===== src/rtl/bcd_digit_source.sv =====
// ---------------------------------------------------------------------------
// bcd_digit_source
// Producer side of the 4-digit display path.
//  - A sequential double-dabble engine converts bin_in (capped at 9999) into
//    four BCD digits. Handshake: start / busy / done.
//  - A free-running prescaler drives a 2-bit digit-slot select
//    (refreshcounter) for the digit multiplexer.
//
// Optional feature macro: BCD_BLANK_EN
//   When defined, leading zeros are replaced by the blank code 4'b1111.
//   digit1 is never blanked.
//
// Ports:
//   clk            in   system clock, rising edge
//   reset          in   asynchronous, active-high reset
//   start          in   conversion request, sampled only when idle
//   bin_in         in   unsigned value to convert [BIN_WIDTH]
//   busy           out  conversion in progress
//   done           out  one-cycle pulse when new digits become visible
//   overflow       out  last accepted bin_in exceeded 9999
//   digit1..digit4 out  ones..thousands digit (BCD or blank code)
//   refreshcounter out  digit-slot select, 0,1,2,3,0...
// ---------------------------------------------------------------------------
module bcd_digit_source #(
    parameter int unsigned BIN_WIDTH   = 14,
    parameter int unsigned REFRESH_DIV = 100000,
    parameter int unsigned DIV_WIDTH   = 17
) (
    input  logic                 clk,
    input  logic                 reset,
    input  logic                 start,
    input  logic [BIN_WIDTH-1:0] bin_in,
    output logic                 busy,
    output logic                 done,
    output logic                 overflow,
    output logic [3:0]           digit1,
    output logic [3:0]           digit2,
    output logic [3:0]           digit3,
    output logic [3:0]           digit4,
    output logic [1:0]           refreshcounter
);

    localparam int unsigned CNT_W   = (BIN_WIDTH > 1) ? $clog2(BIN_WIDTH) : 1;
    localparam int unsigned BCD_W   = 16;
    localparam int unsigned MAX_DEC = 9999;

    typedef enum logic [1:0] {
        S_IDLE,
        S_SHIFT,
        S_FINISH
    } state_t;

    state_t               state_q, state_d;
    logic [BCD_W-1:0]     scratch_q, scratch_d;
    logic [BIN_WIDTH-1:0] operand_q, operand_d;
    logic [CNT_W-1:0]     iter_q, iter_d;
    logic                 busy_q, busy_d;
    logic                 done_q, done_d;
    logic                 ovf_q, ovf_d;
    logic [BCD_W-1:0]     digits_q, digits_d;
    logic [DIV_WIDTH-1:0] prescaler_q, prescaler_d;
    logic [1:0]           refresh_q, refresh_d;

    logic [BCD_W-1:0]     adj_c;
    logic [BCD_W-1:0]     fin_digits_c;
    logic                 over_c;

    assign over_c = (32'(bin_in) > 32'(MAX_DEC));

    // Add-3 correction for every nibble >= 5 (no carry between nibbles)
    always_comb begin
        adj_c = scratch_q;
        for (int i = 0; i < 4; i++) begin
            if (scratch_q[4*i +: 4] >= 4'd5) begin
                adj_c[4*i +: 4] = scratch_q[4*i +: 4] + 4'd3;
            end
        end
    end

    // Final digit image, optionally with leading-zero blanking
    always_comb begin
        fin_digits_c = scratch_q;
`ifdef BCD_BLANK_EN
        begin
            logic blank4, blank3, blank2;
            blank4 = (scratch_q[15:12] == 4'd0);
            blank3 = blank4 && (scratch_q[11:8] == 4'd0);
            blank2 = blank3 && (scratch_q[7:4] == 4'd0);
            if (blank4) fin_digits_c[15:12] = 4'hF;
            if (blank3) fin_digits_c[11:8]  = 4'hF;
            if (blank2) fin_digits_c[7:4]   = 4'hF;
        end
`endif
    end

    // Conversion FSM: next state and datapath
    always_comb begin
        state_d   = state_q;
        scratch_d = scratch_q;
        operand_d = operand_q;
        iter_d    = iter_q;
        busy_d    = busy_q;
        done_d    = 1'b0;
        ovf_d     = ovf_q;
        digits_d  = digits_q;

        case (state_q)
            S_IDLE: begin
                if (start) begin
                    operand_d = over_c ? BIN_WIDTH'(MAX_DEC) : bin_in;
                    ovf_d     = over_c;
                    scratch_d = '0;
                    iter_d    = '0;
                    busy_d    = 1'b1;
                    state_d   = S_SHIFT;
                end
            end
            S_SHIFT: begin
                {scratch_d, operand_d} = {adj_c[BCD_W-2:0], operand_q, 1'b0};
                iter_d = iter_q + CNT_W'(1);
                if (iter_q == CNT_W'(BIN_WIDTH - 1)) begin
                    state_d = S_FINISH;
                end
            end
            S_FINISH: begin
                digits_d = fin_digits_c;
                done_d   = 1'b1;
                busy_d   = 1'b0;
                state_d  = S_IDLE;
            end
            default: begin
                state_d = S_IDLE;
                busy_d  = 1'b0;
            end
        endcase
    end

    // Free-running digit-slot prescaler
    always_comb begin
        prescaler_d = prescaler_q + DIV_WIDTH'(1);
        refresh_d   = refresh_q;
        if (prescaler_q == DIV_WIDTH'(REFRESH_DIV - 1)) begin
            prescaler_d = '0;
            refresh_d   = refresh_q + 2'(1);
        end
    end

    always_ff @(posedge clk or posedge reset) begin
        if (reset) begin
            state_q     <= S_IDLE;
            scratch_q   <= '0;
            operand_q   <= '0;
            iter_q      <= '0;
            busy_q      <= 1'b0;
            done_q      <= 1'b0;
            ovf_q       <= 1'b0;
            digits_q    <= '0;
            prescaler_q <= '0;
            refresh_q   <= '0;
        end else begin
            state_q     <= state_d;
            scratch_q   <= scratch_d;
            operand_q   <= operand_d;
            iter_q      <= iter_d;
            busy_q      <= busy_d;
            done_q      <= done_d;
            ovf_q       <= ovf_d;
            digits_q    <= digits_d;
            prescaler_q <= prescaler_d;
            refresh_q   <= refresh_d;
        end
    end

    assign busy           = busy_q;
    assign done           = done_q;
    assign overflow       = ovf_q;
    assign digit1         = digits_q[3:0];
    assign digit2         = digits_q[7:4];
    assign digit3         = digits_q[11:8];
    assign digit4         = digits_q[15:12];
    assign refreshcounter = refresh_q;

endmodule


===== config.mk =====
export PLATFORM = sky130hd
export DESIGN_NAME = bcd_digit_source
export DESIGN_NICKNAME = d
export VERILOG_FILES = /design/src/rtl/bcd_digit_source.sv
export SDC_FILE = /design/constraint.sdc
export NUM_CORES = 1
export LEC_CHECK = 0
export ABC_AREA = 1
export BUFFER_PORTS_ARGS = -buffer_cell sky130_fd_sc_hd__buf_2
export CAP_MARGIN = 20
export CORE_UTILIZATION = 50
export CTS_CLUSTER_SIZE = 28
export DETAILED_ROUTE_END_ITERATION = 10
export GPL_TIMING_DRIVEN = 1
export PLACE_DENSITY = 0.77
export REMOVE_ABC_BUFFERS = 1
export SLEW_MARGIN = 20
export SYNTH_ARGS = -nofsm -noshare
export SYNTH_HDL_FRONTEND = slang
export SYNTH_SLANG_ARGS = --single-unit

===== constraint.sdc =====
create_clock -name clk -period 2.4 [get_ports clk]
set_input_delay 0.36 -clock clk [delete_from_list [all_inputs] [get_ports clk]]
set_output_delay 0.36 -clock clk [all_outputs]
set_load 0.1 [all_outputs]

## Word-level counts from Yosys, hierarchy flattened

Cells that the tools add are included.
W data, S select, Z words.

- Register bits after elaboration: 74
- Bits of input ports: 17
- Output and inout bits: 21
- Word-level logic and storage cells: 53

- Add/sub/neg operators: 7
- Order comparisons: 5
- Eq/ne operators: 6
- Mux-type cells: 18
- Bitwise logic cells: 1
- Reductions and logical operators: 6

Operators by type and width:

| cell | count |
|---|---|
| $pmux W16 S2 | 1 |
| $mux W14 | 2 |
| $pmux W14 S2 | 1 |
| $add A17 B1 Y17 const B | 1 |
| $eq A17 B17 Y1 const B | 1 |
| $mux W17 | 1 |
| $ge A4 B3 Y1 const B | 4 |
| $mux W16 | 1 |
| $mux W4 | 4 |
| $gt A14 B14 Y1 const B | 1 |
| $add A4 B2 Y4 const B | 3 |
| $pmux W4 S2 | 1 |
| $reduce_and A2 Y1 | 4 |
| $add A4 B1 Y4 const B | 1 |
| $eq A4 B4 Y1 const B | 1 |
| $mux W2 | 2 |
| $ne A2 B2 Y1 const B | 2 |
| $pmux W2 S2 | 1 |
| $add A3 B2 Y3 const B | 1 |
| $mux W3 | 1 |
| $add A2 B1 Y2 const B | 1 |
| $eq A2 B1 Y1 const B | 1 |
| $eq A2 B2 Y1 const B | 1 |
| $logic_not A2 Y1 | 1 |
| other kinds (4) | 5 |

## Longest topological paths before layout

Gate-level depths: netlist (run 1).

- Depth after elaboration: 4
- Mapped depth: 9
- Gate-level depth less buffers: 9

## Worst setup path before layout (run 1)

Ideal clock, no wire load.

- Path type: flip-flop to flip-flop
- Start point: register refresh_q[0] (netlist: refreshcounter[0])
- End point: register refresh_q[1] (netlist: refreshcounter[1])
- Library setup time: 0.122 ns
- Data arrival time: 1.249 ns
- Required time: 2.278 ns
- Setup slack: 1.029 ns
- Stages on the path, launching flop included: 4
- Path buffers: 0
- Path through: dfrtp_1 xor2_1 nand4_1 nand2_1

- Longest elaborated chain between the ends: 1

Ends and longest elaborated chain:

| what | line | RTL |
|---|---|---|
| from (decl) | 62 | `logic [1:0] refresh_q, refresh_d;` |
| from (signal assigned) | 170 | `refresh_q <= refresh_d;` |
| $add A2 B1 Y2 | 144 | `refresh_d = refresh_q + 2'(1);` |

Every way passes these cells.
A chain may end at the register's enable or synchronous reset.

## Worst setup path after layout (run 1)

- Start point: register state_q[1]
- End point: register scratch_q[3] (netlist: fin_digits_c[3])

- Longest elaborated chain between the ends: 3
- Elaborated cells between the ends (all ways): 6
- Classes of those cells: eq/ne: 2; mux: 1; reduce/logical: 3

Ends and longest elaborated chain:

| what | line | RTL |
|---|---|---|
| from (decl) | 53 | `state_t state_q, state_d;` |
| from (signal assigned) | 161 | `state_q <= state_d;` |
| $eq A2 B1 Y1 / $logic_not A2 Y1 (equally long branches) | 107 | `case (state_q)` |
| $reduce_bool A2 Y1 (no source line) / $ne A2 B2 Y1 (equally long branches) | n/a |  |
| $reduce_and A2 Y1 (no source line) | n/a |  |
| to (signal assigned) | 162 | `scratch_q <= scratch_d;` |
| to (decl) | 54 | `logic [BCD_W-1:0] scratch_q, scratch_d;` |

Parallel ways exist; a longest one is shown, timed or not.

==> results.md, run 1 <==
* Synth area leader: dfrtp_1
* Leak pwr at 2.16 nW
* Met3 Track Usage GR at 0.0339
* Hold WC Path Type: primary input to async pin
* Final Cell Area at 4140 um^2
* Clk slew on worst S/H paths at 70 ps
* Row count at 30
* Setup TNS at 0 ps
* Post-synth top area share at 0.505
* Clock root buffer: clkbuf_8
* Crit-path cells: inv_1, nand2_1, inv_2, o21ai_0, o22ai_1
* WL/cell at 11.9 um
* PortBufs at 37
* Synth top area cells: dfrtp_1 (51%), nand2_1 (15%), inv_1 (5.3%), nor2_1 (4.8%), o21ai_0 (4.5%)
* CP max stage delay at 480 ps
* Die width at 87.6 um
* Post-cts sizing count at 0
* Layout Nets at 527
* CP Data Required Time at 2660 ps
* Final WL at 7160 um
* TritonCTS clock tree: built
* H-tree Lvls at 3
* Met1 Usage GRT at 0.287
* Number of setup buffers added after CTS at 0
* Data arrival time of the worst path at 1850 ps
* Count of final setup violators at 0
* Core region area at 6940 um^2
* M2 GR Usage at 0.341
* Initial Util at 0.528
* Die height at 87.6 um
* Hpwl dp at 5040 um
* Status: finished, final reports clean
* Initial antenna violation count at 0
* Fmax at 631 MHz
* Via count at 3,023
* RSZ-0062 raised after global routing: no
* Syn Std Cell Area at 3660 um^2
* DRC violations left at 0
* #FFs+latches synth at 74
* Vias in the first global route at 2,844
* Max Root-Sink Buffers at 2
* First-pass GRT wire length at 12,700 um
* Final min period at 1580 ps
* Crit path capture type: flop
* Register area share after synthesis at 0.505
* Average cell area after synthesis at 7.95 um^2
* Crit path max fanout at 32
* Pin count of the biggest net entering global routing at 53
* DR iter-0 viols at 191
* Least-Margin Pin Slew at 742 ps
* Layout cells sized above 1 at 0.133
* TritonCTS Sinks at 74
* Critical Path Start Type: flop
* Hold Vio Cnt, Final at 0
* Worst rel slew slack at 0.505
* Diode count at 0
* Total power per unit cell area at 1360 nW/um^2
* Ports at 38
* Hold buffer count at cts at 0
* WHS at 41.7 ps
* Num CTS Buffers at 9
* GRT Util Overall at 0.215
* YS warnings at 0
* Synth cell types at 27
* Area Growth Syn to Fin at 12.9%
* DRT Pass-1 Iters at 5
* Cell Area, Placed at 3940 um^2
* Final Cycle Share at 0.660
* Die area at 7670 um^2
* Crit-path slowest cell: inv_2
* Pins Over Slew Limit at 0
* Tot Pwr at 5.61 mW
* Worst VDD drop at 0.755 mV
* Max Cap Viol at 0
* Worst-Skew Late Latency at 350 ps
* Grt ovf at 0
* RePlAce Congestion at 0.892
* Routed Antenna Nets at 0
* Via density at 5.04
* Fin util at 0.596
* Synthesized netlist cell count at 461
* Post-Route Skew at 6.40 ps
* Worst setup path class: flop to flop
* GRT busiest layer: met2
## per-stage QoR
stage | setup slack [ps] | instances
3_5_place_dp | 825 | 584
5_1_grt | 616 | 600
2_1_floorplan | 158 | 449
3_3_place_gp | 882 | 584
4_1_cts | 803 | 600
6_report | 816 | 600
## cell usage after synthesis, drive strengths merged
cell type and n:
a21oi 6, a22oi 4, buf 10, clkbuf 2, clkinv 1, dfrtp 74
ha 11, inv 56, nand2 148, nand3 26, nand3b 1, nand4 6
nor2 53, nor3 1, o211ai 1, o21ai 39, o21bai 3, o22ai 8
o31ai 1, xnor2 1, xor2 9
## report_power, final
part / total, mW / internal (mW) / switching (mW)
logic: 2.68 / 0.634 / 2.05
clock network: 0.974 / 0.537 / 0.437
registers: 1.95 / 1.68 / 0.272
## final timing paths
check | slack [ps] | end | depth (start not counted) | start
worst max register to register | 820 | fin_digits_c[3] | 5 | state_q[1]
min in group clk | 250 | operand_q[6] | 3 | bin_in[6]
worst min-delay path | 40 | digits_q[14] | 2 | reset
worst max-delay path | 820 | fin_digits_c[3] | 5 | state_q[1]
max in group asynchronous | 1710 | operand_q[9] | 3 | reset
worst min register to register | 480 | digits_q[15] | 2 | digits_q[15]
## cell type report
class / count / area, um^2
Tap cell: 96 / 120
Timing Repair Buffer: 39 / 213
Clock inverter: 2 / 35.0
Inverter: 57 / 214
Sequential cell: 74 / 1850
Fill cell: 613 / 2810
Clock buffer: 14 / 163
Multi-Input combinational cell: 318 / 1540
## layout by cell type, fill, tap and decap left out, types with 6 or more instances in the layout
cell / instances
a21oi_1: 6
buf_2: 37
clkbuf_8: 11
dfrtp_1: 74
ha_1: 11
inv_1: 51
nand2_1: 145
nand3_1: 25
nand4_1: 6
nor2_1: 47
o21ai_0: 33
o21ai_1: 6
o22ai_1: 8
xor2_1: 9
## worst max-delay path: cells and delay by family (launching register included)
kind	cells	cell delay, ps
AOI/OAI and AO/OA	2	310
buffers and inverters	2	580
DFF	1	370
and+or+nand+nor	1	230
## flip-flops by register name, indices dropped and copies added, names as in the netlist
register        cells
prescaler_q        17
overflow            1
operand_q          14
state_q             2
iter_q              4
fin_digits_c       16
busy                1
done                1
refreshcounter      2
digits_q           16
## cell families (layout without fill, tap and decap cells)
logic type,count (synthesis),after routing,share of synthesized area
buffers and inverters,69,112,0.0741
and+or+nand+nor,235,235,0.265
DFF,74,74,0.505
AOI/OAI and AO/OA,62,62,0.0936
xor gates and xnor gates,10,10,0.0239
adders and majority gates,11,11,0.0376
## per-layer routing
layer	routed length, um	vias up
met5	0	-
met4	161	0
met3	285	15
met2	3350	62
met1	3370	1404
li1	-	1542
Power figures use the tool's default switching activity.
==> inputs of run 2 (changes only) <==
--- a/config.mk
+++ b/config.mk
@@ -5,14 +5,14 @@
 export SDC_FILE = /design/constraint.sdc
 export NUM_CORES = 1
 export LEC_CHECK = 0
-export ABC_AREA = 1
+export ABC_AREA = 0
 export BUFFER_PORTS_ARGS = -buffer_cell sky130_fd_sc_hd__buf_2
 export CAP_MARGIN = 20
 export CORE_UTILIZATION = 50
 export CTS_CLUSTER_SIZE = 28
 export DETAILED_ROUTE_END_ITERATION = 10
 export GPL_TIMING_DRIVEN = 1
-export PLACE_DENSITY = 0.77
+export PLACE_DENSITY = 0.78
 export REMOVE_ABC_BUFFERS = 1
 export SLEW_MARGIN = 20
 export SYNTH_ARGS = -nofsm -noshare
==> constraint.sdc (replaced) <==
create_clock -name clk -period 1.57 [get_ports clk]
set_input_delay 0.2355 -clock clk [delete_from_list [all_inputs] [get_ports clk]]
set_output_delay 0.2355 -clock clk [all_outputs]
set_load 0.1 [all_outputs]
==> run 2 against run 1 <==
Combinational power is 29% higher; first-iteration DRC count is 13% lower; power is 40% higher; clock skew is 1.8 ps lower; the run now ends with design-rule violations, negative setup slack left; die area is 8.1% lower; global-route usage is 0.98 points lower; highest routed layer unchanged; worst hold slack better by 85 ps.
==> results.md, run 2 <==
* Fmax at 606 MHz (-4.0%)
* Pins Over Slew Limit at 0 (unchanged)
* Initial antenna violation count at 0 (unchanged)
* Most frequent cell after synthesis: dfrtp_1
* Leak pwr at 2.08 nW (-3.8%)
* Reg2reg setup slack at -80 ps (-900 ps)
* Reg2reg start: prescaler_q[14]
* Grt ovf at 0 (unchanged)
* Num CTS Buffers at 9 (unchanged)
* GRT busiest layer: met2
* Synth cell types at 40 (+48%)
* Initial Util at 0.523 (-0.00448)
* Final Cycle Share at 1.05 (+0.391)
* Biggest register: prescaler_q
* Hold WC Path Type: primary input to flop
* Pre-CTS setup slack at -100 ps (-925 ps)
* Worst setup path startpoint: prescaler_q[14]
* Cell Area, Placed at 3860 um^2 (-1.9%)
* Total power per unit cell area at 1890 nW/um^2 (+40%)
* Area Growth Syn to Fin at 23.5%
* Delay-heaviest family, CP: simple AND/OR/NAND/NOR gates
* Status: complete, but fails checks
* Synthesized netlist cell count at 307 (-33%)
* Final min period at 1650 ps (+65.9 ps)
* TritonCTS clock tree: built
* Routed Antenna Nets at 0 (unchanged)
* H-tree Lvls at 3 (unchanged)
* Row count at 29 (-3.3%)
* Fillers at 505 (-18%)
* First-pass GRT wire length at 11,300 um (-11%)
* WL/cell at 14.2 um (+19%)
* Failing checks: design-rule violations, negative setup slack
* RSZ-0062 raised after global routing: yes
* Most common flop cell mapped by yosys: dfrtp_1
* Final Cell Area at 4150 um^2 (+0.33%)
* TritonCTS Sinks at 74 (unchanged)
* Syn Std Cell Area at 3360 um^2 (-8.3%)
* CP Data Required Time at 1810 ps (-850 ps)
* Hpwl dp at 4600 um (-8.7%)
* Met3 Track Usage GR at 0.0356 (+0.00168)
* Met1 Usage GRT at 0.269 (-0.0186)
* Data arrival time of the worst path at 1890 ps (+40 ps)
* RePlAce Congestion at 0.792 (-11%)
* M2 GR Usage at 0.328 (-0.0130)
* CP max stage delay at 540 ps (+60 ps)
* Crit-path cells: or4b_4, nor4_2, buf_4, nand2_4, xnor2_2
* Register area share after synthesis at 0.551 (+0.0457)
* Final WL at 6590 um (-7.9%)
* Crit path max fanout at 7 (-78%)
* Layout Nets at 409 (-22%)
* Pin count of the biggest net entering global routing at 75 (+42%)
* WHS at 127 ps (+85.2 ps)
* Clk slew on worst S/H paths at 80 ps (about the same)
* Crit path capture type: flop
* Worst-Skew Late Latency at 350 ps (about the same)
* Post-synth top cells: dfrtp_1 (74), o21ai_0 (27), nand2_1 (24), nor2_1 (22), inv_1 (16)
* Via count at 2,563 (-15%)
* Max Root-Sink Buffers at 2 (unchanged)
* Most common cell after layout, fill and taps aside: dfrtp_1
* YS warnings at 0 (unchanged)
* Fin util at 0.646 (+0.0505)
* Worst rel slew slack at 0.675 (+0.171)
* Critical path buffers and inverters at 1 (-1)
* GRT Util Overall at 0.205 (-0.00981)
* DR iter-0 viols at 167 (-13%)
* Non-Filler Instances at 463 (-23%)
* PortBufs at 37 (unchanged)
* Core region area at 6420 um^2 (-7.5%)
* Worst VDD drop at 0.801 mV (+6.1%)
* Synth area leader: dfrtp_1
* Post-synth top area share at 0.551 (+0.0457)
* Least-Margin Pin Slew at 490 ps (-252 ps)
* Max Cap Viol at 0 (unchanged)
* Synth top area cells: dfrtp_1 (55%), ha_1 (4.1%), o21ai_0 (4.0%), mux2_2 (3.4%), xnor2_1 (2.9%)
* Critical Path Start Type: flop
* Post-synthesis async set-or-reset flop share at 1.00 (unchanged)
* Setup ws final at -79.6 ps (-896 ps)
* #FFs+latches synth at 74 (unchanged)
* Crit-path slowest cell: or4b_4
* Die width at 84.0 um (-4.1%)
* Post-Route Skew at 4.63 ps (-1.77 ps)
* Die height at 84.0 um (-4.1%)
* Clock root buffer: clkbuf_8
* Most frequent cells in the layout: dfrtp_1 (74), buf_2 (37), buf_4 (35)
* Worst setup path class: flop to flop
* Via density at 5.54 (+9.9%)
* Layout cells sized above 1 at 0.301 (+0.168)
* Diode count at 0 (unchanged)
* Average cell area after synthesis at 10.9 um^2 (+38%)
* Hold Vio Cnt, Final at 0 (unchanged)
* Die area at 7050 um^2 (-8.1%)
* DRC violations left at 5 (+5)
* Placed instance count at 442 (-24%)
* Hold wc startpoint: bin_in[0]
* Ports at 38 (unchanged)
* Count of final setup violators at 10 (+10)
* Vias in the first global route at 2,446 (-14%)
* Post-synth EDFFs at 0 (unchanged)
* Max reg flops at 17 (unchanged)
* DRT Pass-1 Iters at 8 (+3)
==> run 2: cell count changes in the layout (fill, tap and decap cells not counted), sizes merged, moves of 11 or more <==
cell,before,now
buf,39,74
inv,56,16
nand2,148,25
nand3,26,7
nor2,53,22
o21ai,39,27
xnor2,1,12
==> run 2: final cells by class <==
cell class | count | area (um^2) | area share
Inverter | 16 | 60.1 | 0.0145
Timing Repair Buffer | 75 | 498 | 0.120
Clock buffer | 12 | 165 | 0.0398
Clock inverter | 4 | 48.8 | 0.0118
Tap cell | 77 | 96.3 | 0.0232
Sequential cell | 74 | 1850 | 0.446
Multi-Input combinational cell | 205 | 1430 | 0.345
==> run 2: path summary, 6_finish.rpt <==
path / to / cells past startpoint
min: operand_q[0] / 3
max: refreshcounter[1] / 5
min reg2reg: digits_q[4] / 2
min in group asynchronous: refreshcounter[0] / 4
max in group asynchronous: fin_digits_c[9] / 4
max reg2reg: refreshcounter[1] / 5
==> run 2: metrics by stage <==
stage | total power [mW] | TNS, ps
after global placement | 6.08 | -326
after CTS | 7.85 | -737
after global routing | 8.35 | -1260
after floorplan | 5.33 | -44000
after detailed placement | 6.23 | -384
final | 7.86 | -631
==> run 2: worst reg2reg max path, cell delays in order, from the launching register on <==
cell,delay (ps)
dfrtp_1,380
or4b_4,540
nor4_2,250
buf_4,200
nand2_4,60
xnor2_2,120
==> run 2: repair_timing <==
action | CTS | global route
buffers inserted | 2 | 2
hold buffers | 1 | 0
endpoints found under the setup margin | 8 | 15
endpoints found under the hold margin | 74 | 0
pin swaps | 2 | 2
resized for setup | 7 | 4
==> run 2: logic make-up (layout without fill, tap and decap cells) <==
group | after synthesis | after routing | share of synthesized area
AO/OA/AOI/OAI | 69 | 69 | 0.132
XOR/XNOR | 23 | 23 | 0.0622
adder cells (fa/ha/maj) | 11 | 11 | 0.0410
buffers and inverters | 28 | 107 | 0.0328
flip-flops | 74 | 74 | 0.551
multiplexers | 13 | 13 | 0.0425
AND/OR/NAND/NOR | 89 | 89 | 0.138
==> run 2: routing by layer <==
layer	wire (um)	vias to the layer above
li1	-	1243
met1	3060	1263
met2	3190	48
met3	239	9
met4	104	0
met5	0	-
==> run 2: power by group <==
group	internal [mW]	switching [mW]	leakage [nW]
combinational	1.19	2.28	1.00
sequential	2.45	0.368	0.966
clock	0.862	0.709	0.112
==> inputs of run 3 (changes only) <==
--- a/config.mk
+++ b/config.mk
@@ -9,6 +9,7 @@
 export BUFFER_PORTS_ARGS = -buffer_cell sky130_fd_sc_hd__buf_2
 export CAP_MARGIN = 20
 export CORE_UTILIZATION = 50
+export CTS_BUF_LIST = sky130_fd_sc_hd__clkbuf_4 sky130_fd_sc_hd__clkbuf_8
 export CTS_CLUSTER_SIZE = 28
 export DETAILED_ROUTE_END_ITERATION = 10
 export GPL_TIMING_DRIVEN = 1
==> constraint.sdc (replaced) <==
create_clock -name clk -period 1.94 [get_ports clk]
set_input_delay 0.291 -clock clk [delete_from_list [all_inputs] [get_ports clk]]
set_output_delay 0.291 -clock clk [all_outputs]
set_load 0.1 [all_outputs]
==> run 3 against run 2 <==
The flow finishes with violations (design-rule violations); sequential power shrank 19%; cell count down 5.8%; highest routed layer unchanged; utilization decreased by 3.5 points; global-route usage is 0.16 points higher; routed wire length is 1.9% lower; maximum frequency shrank 7.3%; first-iteration DRC count decreased by 19%.
==> results.md, run 3 (synthesized netlist as in run 2, its figures left out) <==
* Max Root-Sink Buffers at 2 (unchanged)
* RePlAce Congestion at 0.777 (-1.9%)
* Core region area at 6420 um^2 (unchanged)
* WHS at 9.63 ps (-117 ps)
* Initial Util at 0.523 (unchanged)
* Worst VDD drop at 0.676 mV (-16%)
* Die height at 84.0 um (unchanged)
* GRT Util Overall at 0.207 (+0.00159)
* Least-Margin Pin Slew at 588 ps (+97.6 ps)
* Final min period at 1780 ps (+130 ps)
* Hold buffer count at cts at 0 (-1)
* Layout Nets at 382 (-6.6%)
* RSZ-0062 raised after global routing: no
* Grt ovf at 0 (unchanged)
* Post-cts sizing count at 0 (-7)
* DRC violations left at 5 (unchanged)
* Failing checks: design-rule violations
* Clock root buffer: clkbuf_8
* CP Data Required Time at 2160 ps (+350 ps)
* Total power per unit cell area at 1570 nW/um^2 (-17%)
* Status: complete, but fails checks
* Max reg flops at 17 (unchanged)
* Clk slew on worst S/H paths at 70 ps (about the same)
* Max Cap Viol at 0 (unchanged)
* Crit path capture type: flop
* Setup TNS at 0 ps (+631 ps)
* H-tree Lvls at 3 (unchanged)
* Fillers at 512 (+1.4%)
* Pins Over Slew Limit at 0 (unchanged)
* Die area at 7050 um^2 (unchanged)
* Crit path max fanout at 11 (+4)
* Layout cells sized above 1 at 0.223 (-0.0777)
* PortBufs at 37 (unchanged)
* Fmax at 562 MHz (-7.3%)
* Fin util at 0.611 (-0.0355)
* Row count at 29 (unchanged)
* Final WL at 6470 um (-1.9%)
* Worst rel slew slack at 0.608 (-0.0679)
* First-pass GRT wire length at 11,500 um (+2.1%)
* Data arrival time of the worst path at 2000 ps (+110 ps)
* Routed Antenna Nets at 0 (unchanged)
* Diode count at 0 (unchanged)
* Most common cell after layout, fill and taps aside: dfrtp_1
* Hpwl dp at 4480 um (-2.8%)
* WL/cell at 14.8 um (+4.1%)
* Count of final setup violators at 0 (-10)
* Pin count of the biggest net entering global routing at 28 (-63%)
* Ports at 38 (unchanged)
* Hold Vio Cnt, Final at 0 (unchanged)
* Leak pwr at 1.93 nW (-7.2%)
* TritonCTS Sinks at 74 (unchanged)
* Final Cycle Share at 0.917 (-0.133)
* Critical Path Start Type: flop
* DR iter-0 viols at 136 (-19%)
* Die width at 84.0 um (unchanged)
* Worst setup path class: flop to flop
* Via density at 5.71 (+3.1%)
* Via count at 2,489 (-2.9%)
* Biggest register: prescaler_q
* Most frequent cells in the layout: dfrtp_1 (74), buf_2 (37), o21ai_0 (27)
* Worst-Skew Late Latency at 340 ps (about the same)
* TritonCTS clock tree: built
* Hold WC Path Type: primary input to async pin
* Number of setup buffers added after CTS at 0 (-2)
* Post-Route Skew at 10.2 ps (+5.52 ps)
* Vias in the first global route at 2,529 (+3.4%)
* Initial antenna violation count at 0 (unchanged)
* DRT Pass-1 Iters at 8 (unchanged)
* Num CTS Buffers at 9 (unchanged)
* Area Growth Syn to Fin at 16.8%
==> run 3: changes by cell type in the layout (fill, tap and decap cells not counted), sizes merged <==
cell,delta
clkbuf,+3
dlygate4sd3,-1
buf,-26
clkinv,-3
==> run 3: power breakdown <==
| part | leakage [nW] | switching [mW] | internal, mW |
|---|---|---|---|
| Clock | 0.117 | 0.532 | 0.765 |
| Combinational | 0.847 | 1.78 | 0.789 |
| Sequential | 0.966 | 0.300 | 1.99 |
==> run 3: critical path, cell delays in order (launching register included) <==
cell and delay, ps:
dfrtp_1 430, or4b_1 540, nor4_2 270, buf_4 220, nand2_2 80, xnor2_2 120
==> run 3: worst paths after layout <==
kind                                          end             from  cells after the start  slack, ps
worst max-delay path            refreshcounter[1]  prescaler_q[11]                      5        160
worst min-delay path                 operand_q[5]            reset                      2         10
worst max register to register  refreshcounter[1]  prescaler_q[11]                      5        160
worst min register to register        digits_q[9]      digits_q[9]                      2        470
max in group asynchronous          prescaler_q[3]            reset                      3       1380
min in group clk                    operand_q[12]       bin_in[12]                      2        200
==> run 3: final cells by class <==
class,count,area (um^2),area share
clock buffers,15,194,0.0494
clock inverters,1,30.0,0.00766
inverters,16,60.1,0.0153
multi-input cells,205,1400,0.356
flip-flops and latches,74,1850,0.472
well taps,77,96.3,0.0246
repair buffers,48,293,0.0746
==> run 3: metrics by stage <==
| stage | total power, mW | setup slack [ps] | cells | instance area [um^2] |
|---|---|---|---|---|
| CTS | 6.20 | 155 | 436 | 3920 |
| global route | 6.55 | 90.0 | 436 | 3920 |
| finish | 6.15 | 160 | 436 | 3920 |
| detailed placement | 4.89 | 170 | 420 | 3700 |
| global placement | 4.78 | 213 | 420 | 3700 |
| floorplan | 4.32 | -233 | 295 | 3310 |
==> run 3: per-layer routing <==
| metal | wire [um] | track usage | up-vias |
|---|---|---|---|
| li1 | - | - | 1185 |
| met1 | 2910 | 0.272 | 1218 |
| met2 | 3140 | 0.328 | 69 |
| met3 | 241 | 0.0336 | 17 |
| met4 | 180 | 0.113 | 0 |
| met5 | 0 | 0 | - |
